[src/rtl/cam_pkg.sv]
// Shared camera-interface definitions: frame FSM states and default timing,
// used by both the transmit and capture sides.
package cam_pkg;

  typedef enum logic [2:0] {
    ST_IDLE,
    ST_VSYNC,
    ST_VBP,
    ST_ACTIVE,
    ST_HBLANK,
    ST_VFP
  } cam_state_t;

  localparam int CAM_H_ACTIVE  = 640;
  localparam int CAM_V_ACTIVE  = 480;
  localparam int CAM_VSYNC_LEN = 3;
  localparam int CAM_VBP       = 17;
  localparam int CAM_HBLANK    = 5;
  localparam int CAM_VFP       = 10;

  function automatic int cam_max4(input int a, input int b, input int c, input int d);
    int m;
    m = a;
    if (b > m) m = b;
    if (c > m) m = c;
    if (d > m) m = d;
    return m;
  endfunction

  // Bits needed for a counter that runs 0 .. n-1 (at least one bit).
  function automatic int cam_cnt_w(input int n);
    return (n > 2) ? $clog2(n) : 1;
  endfunction

endpackage

[src/rtl/cam_tx.sv]
// Camera-style parallel transmitter: frames RGB565 pixels from an external
// first-word-fall-through source into a vsync / href / byte stream.
//
// state     | meaning
// ----------+--------------------------------------------------------
// ST_IDLE   | no frame; waits for i_en
// ST_VSYNC  | vsync pulse, VSYNC_LEN cycles
// ST_VBP    | back porch before the first row, VBP cycles
// ST_ACTIVE | href high, 2*H_ACTIVE bytes, high byte of each pixel first
// ST_HBLANK | href low between rows, HBLANK cycles
// ST_VFP    | front porch after the last row; i_en decides restart
module cam_tx
  import cam_pkg::*;
#(
  parameter int H_ACTIVE  = CAM_H_ACTIVE,
  parameter int V_ACTIVE  = CAM_V_ACTIVE,
  parameter int VSYNC_LEN = CAM_VSYNC_LEN,
  parameter int VBP       = CAM_VBP,
  parameter int HBLANK    = CAM_HBLANK,
  parameter int VFP       = CAM_VFP
) (
  input  logic        i_pclk,
  input  logic        i_rstn,
  input  logic        i_en,
  input  logic        i_pix_valid,
  input  logic [15:0] i_pix_data,
  output logic        o_pix_rd,
  output logic        o_vsync,
  output logic        o_href,
  output logic [7:0]  o_data,
  output logic        o_sof,
  output logic        o_underrun
);

  localparam int BYTES = 2 * H_ACTIVE;
  localparam int BW    = cam_cnt_w(BYTES);
  localparam int RW    = cam_cnt_w(V_ACTIVE);
  localparam int PW    = cam_cnt_w(cam_max4(VSYNC_LEN, VBP, HBLANK, VFP));

  localparam logic [BW-1:0] BYTE_LAST   = BW'(BYTES - 1);
  localparam logic [RW-1:0] ROW_LAST    = RW'(V_ACTIVE - 1);
  localparam logic [PW-1:0] VSYNC_LAST  = PW'(VSYNC_LEN - 1);
  localparam logic [PW-1:0] VBP_LAST    = PW'(VBP - 1);
  localparam logic [PW-1:0] HBLANK_LAST = PW'(HBLANK - 1);
  localparam logic [PW-1:0] VFP_LAST    = PW'(VFP - 1);

  cam_state_t    state, state_nx;
  logic [BW-1:0] byte_cnt, byte_nx;
  logic [RW-1:0] row_cnt, row_nx;
  logic [PW-1:0] porch_cnt, porch_nx;
  logic [15:0]   hold, hold_d;
  logic [7:0]    data_d;
  logic          vsync_d, href_d, sof_d, under_d;
  logic          hi_slot;
  logic          in_porch;

  // Outputs are registered from the next state so that they line up with it.
  always_ff @(posedge i_pclk or negedge i_rstn) begin
    if (!i_rstn) begin
      state      <= ST_IDLE;
      byte_cnt   <= '0;
      row_cnt    <= '0;
      porch_cnt  <= '0;
      hold       <= '0;
      o_vsync    <= 1'b0;
      o_href     <= 1'b0;
      o_data     <= 8'h00;
      o_sof      <= 1'b0;
      o_underrun <= 1'b0;
    end else begin
      state      <= state_nx;
      byte_cnt   <= byte_nx;
      row_cnt    <= row_nx;
      porch_cnt  <= porch_nx;
      hold       <= hold_d;
      o_vsync    <= vsync_d;
      o_href     <= href_d;
      o_data     <= data_d;
      o_sof      <= sof_d;
      o_underrun <= under_d;
    end
  end

  always_comb begin
    state_nx = state;
    case (state)
      ST_IDLE:   if (i_en) state_nx = ST_VSYNC;
      ST_VSYNC:  if (porch_cnt == VSYNC_LAST) state_nx = ST_VBP;
      ST_VBP:    if (porch_cnt == VBP_LAST) state_nx = ST_ACTIVE;
      ST_ACTIVE: if (byte_cnt == BYTE_LAST)
                   state_nx = (row_cnt < ROW_LAST) ? ST_HBLANK : ST_VFP;
      ST_HBLANK: if (porch_cnt == HBLANK_LAST) state_nx = ST_ACTIVE;
      ST_VFP:    if (porch_cnt == VFP_LAST) state_nx = i_en ? ST_VSYNC : ST_IDLE;
      default:   state_nx = ST_IDLE;
    endcase

    in_porch = (state == ST_VSYNC) || (state == ST_VBP) ||
               (state == ST_HBLANK) || (state == ST_VFP);

    byte_nx  = ((state == ST_ACTIVE) && (state_nx == ST_ACTIVE)) ? byte_cnt + BW'(1) : '0;
    porch_nx = (in_porch && (state_nx == state)) ? porch_cnt + PW'(1) : '0;

    // Row count spans ACTIVE/HBLANK and clears once the frame leaves ACTIVE.
    row_nx = row_cnt;
    if ((state == ST_ACTIVE) && (state_nx == ST_HBLANK)) row_nx = row_cnt + RW'(1);
    else if ((state == ST_ACTIVE) && (state_nx == ST_VFP)) row_nx = '0;
  end

  always_comb begin
    hi_slot  = (state_nx == ST_ACTIVE) && !byte_nx[0];
    o_pix_rd = hi_slot && i_pix_valid;
    hold_d   = hold;
    data_d   = 8'h00;
    under_d  = 1'b0;
    if (hi_slot) begin
      if (i_pix_valid) begin
        hold_d = i_pix_data;
        data_d = i_pix_data[15:8];
      end else begin
        // Starved slot: send a black pixel and keep the timing intact.
        hold_d  = '0;
        under_d = 1'b1;
      end
    end else if (state_nx == ST_ACTIVE) begin
      data_d = hold[7:0];
    end
    vsync_d = (state_nx == ST_VSYNC);
    href_d  = (state_nx == ST_ACTIVE);
    sof_d   = (state_nx == ST_VSYNC) && (state != ST_VSYNC);
  end

endmodule

[config.mk]
export PLATFORM = sky130hd
export DESIGN_NAME = cam_tx
export DESIGN_NICKNAME = d
export VERILOG_FILES = /design/src/rtl/cam_pkg.sv /design/src/rtl/cam_tx.sv
export SDC_FILE = /design/constraint.sdc
export NUM_CORES = 1
export LEC_CHECK = 0
export ABC_AREA = 1
export BUFFER_PORTS_ARGS = -buffer_cell sky130_fd_sc_hd__buf_2
export CORE_AREA = 2 2 75 77
export CTS_BUF_LIST = sky130_fd_sc_hd__clkbuf_2 sky130_fd_sc_hd__clkbuf_4 sky130_fd_sc_hd__clkbuf_8
export CTS_CLUSTER_SIZE = 8
export DETAILED_ROUTE_END_ITERATION = 7
export DIE_AREA = 0 0 77 79
export PLACE_DENSITY = 0.69
export SETUP_SLACK_MARGIN = 0.02
export SLEW_MARGIN = 40
export SYNTH_ARGS = -nofsm -noshare
export SYNTH_HDL_FRONTEND = slang
export SYNTH_SLANG_ARGS = --single-unit
[constraint.sdc]
create_clock -name i_pclk -period 4.15 [get_ports i_pclk]
set_clock_uncertainty 0.05 [all_clocks]
set_input_delay 0.415 -clock i_pclk [delete_from_list [all_inputs] [get_ports i_pclk]]
set_output_delay 0.415 -clock i_pclk [all_outputs]
set_load 0.03 [all_outputs]
==> summary.txt <==
Run status
  – Status: complete, no violations

STA
  – Max Clock Freq: ~360 MHz
  – Max-slew headroom: 0.605
  – Fin crit share: 0.672
  – Final Max Tran Viols: 0
  – Worst setup margin: between 1000 and 1500 ps
  – Hold Fails Final Rpt: 0
  – Worst slew pin tran: a little under 600 ps
  – Fin crit period: approximately 2800 ps
  – Setup violators final: 0
  – Setup tns final: 0 ps
  – RSZ-0062 raised after global routing: false

CTS
  – Max clock buf depth: 2
  – Clock Root Buffer: clkbuf_8
  – Total CTS buffers: 5
  – Clk slew on worst S/H paths: approximately 70 ps
  – Post CTS Setup Buffer Count: 0
  – Post-CTS Hold Fix Bufs: 0
  – Worst skew pair latency: about 290 ps
  – Sink Count: 48
  – TritonCTS clock tree: done
  – Post-CTS Resized: 0
  – Htree depth: 2

Drt
  – Vias after detailed routing: 1,961
  – DR pass1 iterations: 4
  – WL/cell: approximately 11 µm
  – Via/cell ratio: 4.84
  – Detail Route Antenna Nets: 0
  – Final WL: 4460 µm
  – Post-route DRC: 0
  – Detailed Route Iter0 Violations: 67

Cells and area
  – Fillers: 535
  – Area Growth Syn to Fin: 10.9%
  – Fraction of layout cells with a size suffix above 1: 0.195
  – Final core utilization: 0.528
  – Number of antenna cells inserted: 0
  – Non-Filler Instances: 405
  – Layout Nets: between 300 and 400

Worst setup path
  – Setup CP Type: reg2out
  – WP data required: 3680 ps
  – Reg2reg end: hold[3]$_DFFE_PN0P_
  – R2R setup slack: 2110 ps
  – CP Cell Sequence: inv_1 -> ha_1 -> nand2_1 -> nor2_1 -> nand2_1 -> nand2_1 -> nor2_1 -> nand4_4 -> nand3_4 -> nor2_1 -> buf_2
  – Worst setup SP type: flip-flop
  – Max stage delay on crit path: 430 ps
  – Critical path's slowest cell: dfrtp_1
  – Critical path peak fanout: 21
  – Critical Path End Type: output port
  – Reg-to-reg startpoint: porch_cnt[0]$_DFF_PN0_
  – Reg2Reg Depth: 11
  – Data arrival time of the worst path: 2320 ps

Synth
  – Area contributors post-synth: dfrtp_1 (47%), nand2_1 (13%), inv_1 (5.8%)
  – Top_reg_cell synth: dfrtp_1
  – Mapped cell area: approximately 0.0025 mm²
  – Sequential fraction of the synthesis area: 0.473
  – Most common cell in the netlist: nand2_1
  – Async S/R FF share, synth: 1.00
  – Largest area contributor in the netlist: dfrtp_1
  – FF+latch count, synth: 48
  – Yosys cell types: 31
  – Commonest cells post-synth: nand2_1 (85), dfrtp_1 (48), inv_1 (39)
  – Gate Count Post-Synth: ~300
  – Yosys top cell area share: 0.473
  – Post-Syn Area per Cell: around 8.4 µm²
  – Syn Nets: between 300 and 400
  – Yosys warnings: 0
  – EDFF count, synth: 0

Placed design
  – RD Place Congestion: approximately 0.91
  – Post-DP HPWL: 3270 µm
  – Dpl cells: 400
  – Dpl ws: around 1600 ps
  – IO buf count: 32

GRT
  – Largest net degree at the start of global routing: 49
  – GRT overflow: 0
  – Vias in the first global route: approximately 1.9k
  – Initial antenna violation count: 0
  – GRT Util Overall: 0.164
  – First-pass GRT wire length: between 8000 and 9000 µm

Power and ir drop
  – Maximum VDD drop: about 0.00014 V
  – Pwr dens: 274 mW/mm²
  – Leak Pwr: 1.50 nW

Floorplanning
  – Initial Util: 0.476
  – CORE AREA: about 0.0053 mm²
  – Num rows: 27
  – Die X: 77 µm
  – Die Y: ~79 µm
  – Die Area: about 0.0061 mm²
  – # IOs: 33

Flow run
  – Max-cap violation count: 0

Min path
  – HP Class: in2async
[metrics by stage]
stage          power, mW  instance area, µm²  hold slack, ps
2_1_floorplan      0.513                2540            69.4
3_3_place_gp       0.538                2750             408
3_5_place_dp       0.538                2750             414
4_1_cts            0.787                2820            97.7
5_1_grt            0.811                2820             123
6_report           0.773                2820            74.0
[per-layer routing]
layer / wire length, µm / share of wire / track usage / vias up
li1: - / - / - / 1008
met1: 2120 / 0.48 / 0.205 / 906
met2: 2110 / 0.47 / 0.285 / 40
met3: 161 / 0.036 / 0.0330 / 7
met4: 68 / 0.015 / 0.0589 / 0
met5: 0 / 0 / 0 / -
[cells by family after synthesis]
logic type	count (synthesis)	share of synthesized area
adder cells (fa/ha/maj)	6	0.0295
AND/OR/NAND/NOR	174	0.348
buffers and inverters	52	0.0857
XOR/XNOR	11	0.0379
AO/OA/AOI/OAI	12	0.0266
flip-flops	48	0.473
[critical path: cells and delay by family, from the launching register on]
family                     cells  cell delay, ps
buffers and inverters          2             260
DFF                            1             430
adders and majority gates      1             200
and+or+nand+nor                8            1150
[placed cells by master (no fill, tap or decap), types with 2 or more instances in the layout]
cell,n
inv_1,39
nor2_1,30
o21ai_0,3
nor2_2,7
nand2_1,85
buf_4,2
dfrtp_1,48
nor2_4,4
nand2_2,2
inv_2,4
nand4_4,2
a21oi_1,6
nand4_1,19
nand2_4,3
xnor2_1,5
nand3_4,2
buf_2,31
xor2_1,6
ha_1,6
clkbuf_8,5
o21a_1,2
nor3b_1,3
nand3_1,10
nor3_1,3
[area by class of cell]
cell class	instances	area, µm²	area share
flip-flops and latches	48	1200	0.426
repair buffers	33	170	0.0604
well taps	72	90.1	0.0320
clock buffers	5	68.8	0.0244
multi-input cells	203	1120	0.398
inverters	44	165	0.0586
[report_power, final]
part,internal (mW),switching [mW],leakage (nW)
Clock,0.109,0.137,0.0359
Combinational,0.0172,0.0318,0.862
Sequential,0.475,0.00301,0.603
[sequential cells by signal, indices dropped and copies added (netlist names)]
register / flops
o_vsync: 1
hold: 8
byte_cnt: 11
o_underrun: 1
o_sof: 1
row_cnt: 9
porch_cnt: 5
o_href: 1
state: 3
o_data: 8
[worst max path at each step]
stage,from,end,slack [ps]
after CTS,porch_cnt[0]$_DFF_PN0_,o_pix_rd,1310
after floorplan,porch_cnt[0]$_DFF_PN0_,o_pix_rd,1900
final,porch_cnt[0]$_DFF_PN0_,o_pix_rd,1360
after global routing,porch_cnt[0]$_DFF_PN0_,o_pix_rd,1120
after detailed placement,porch_cnt[0]$_DFF_PN0_,o_pix_rd,1640
after global placement,porch_cnt[0]$_DFF_PN0_,o_pix_rd,1750
(Power assumes the default switching activity.)
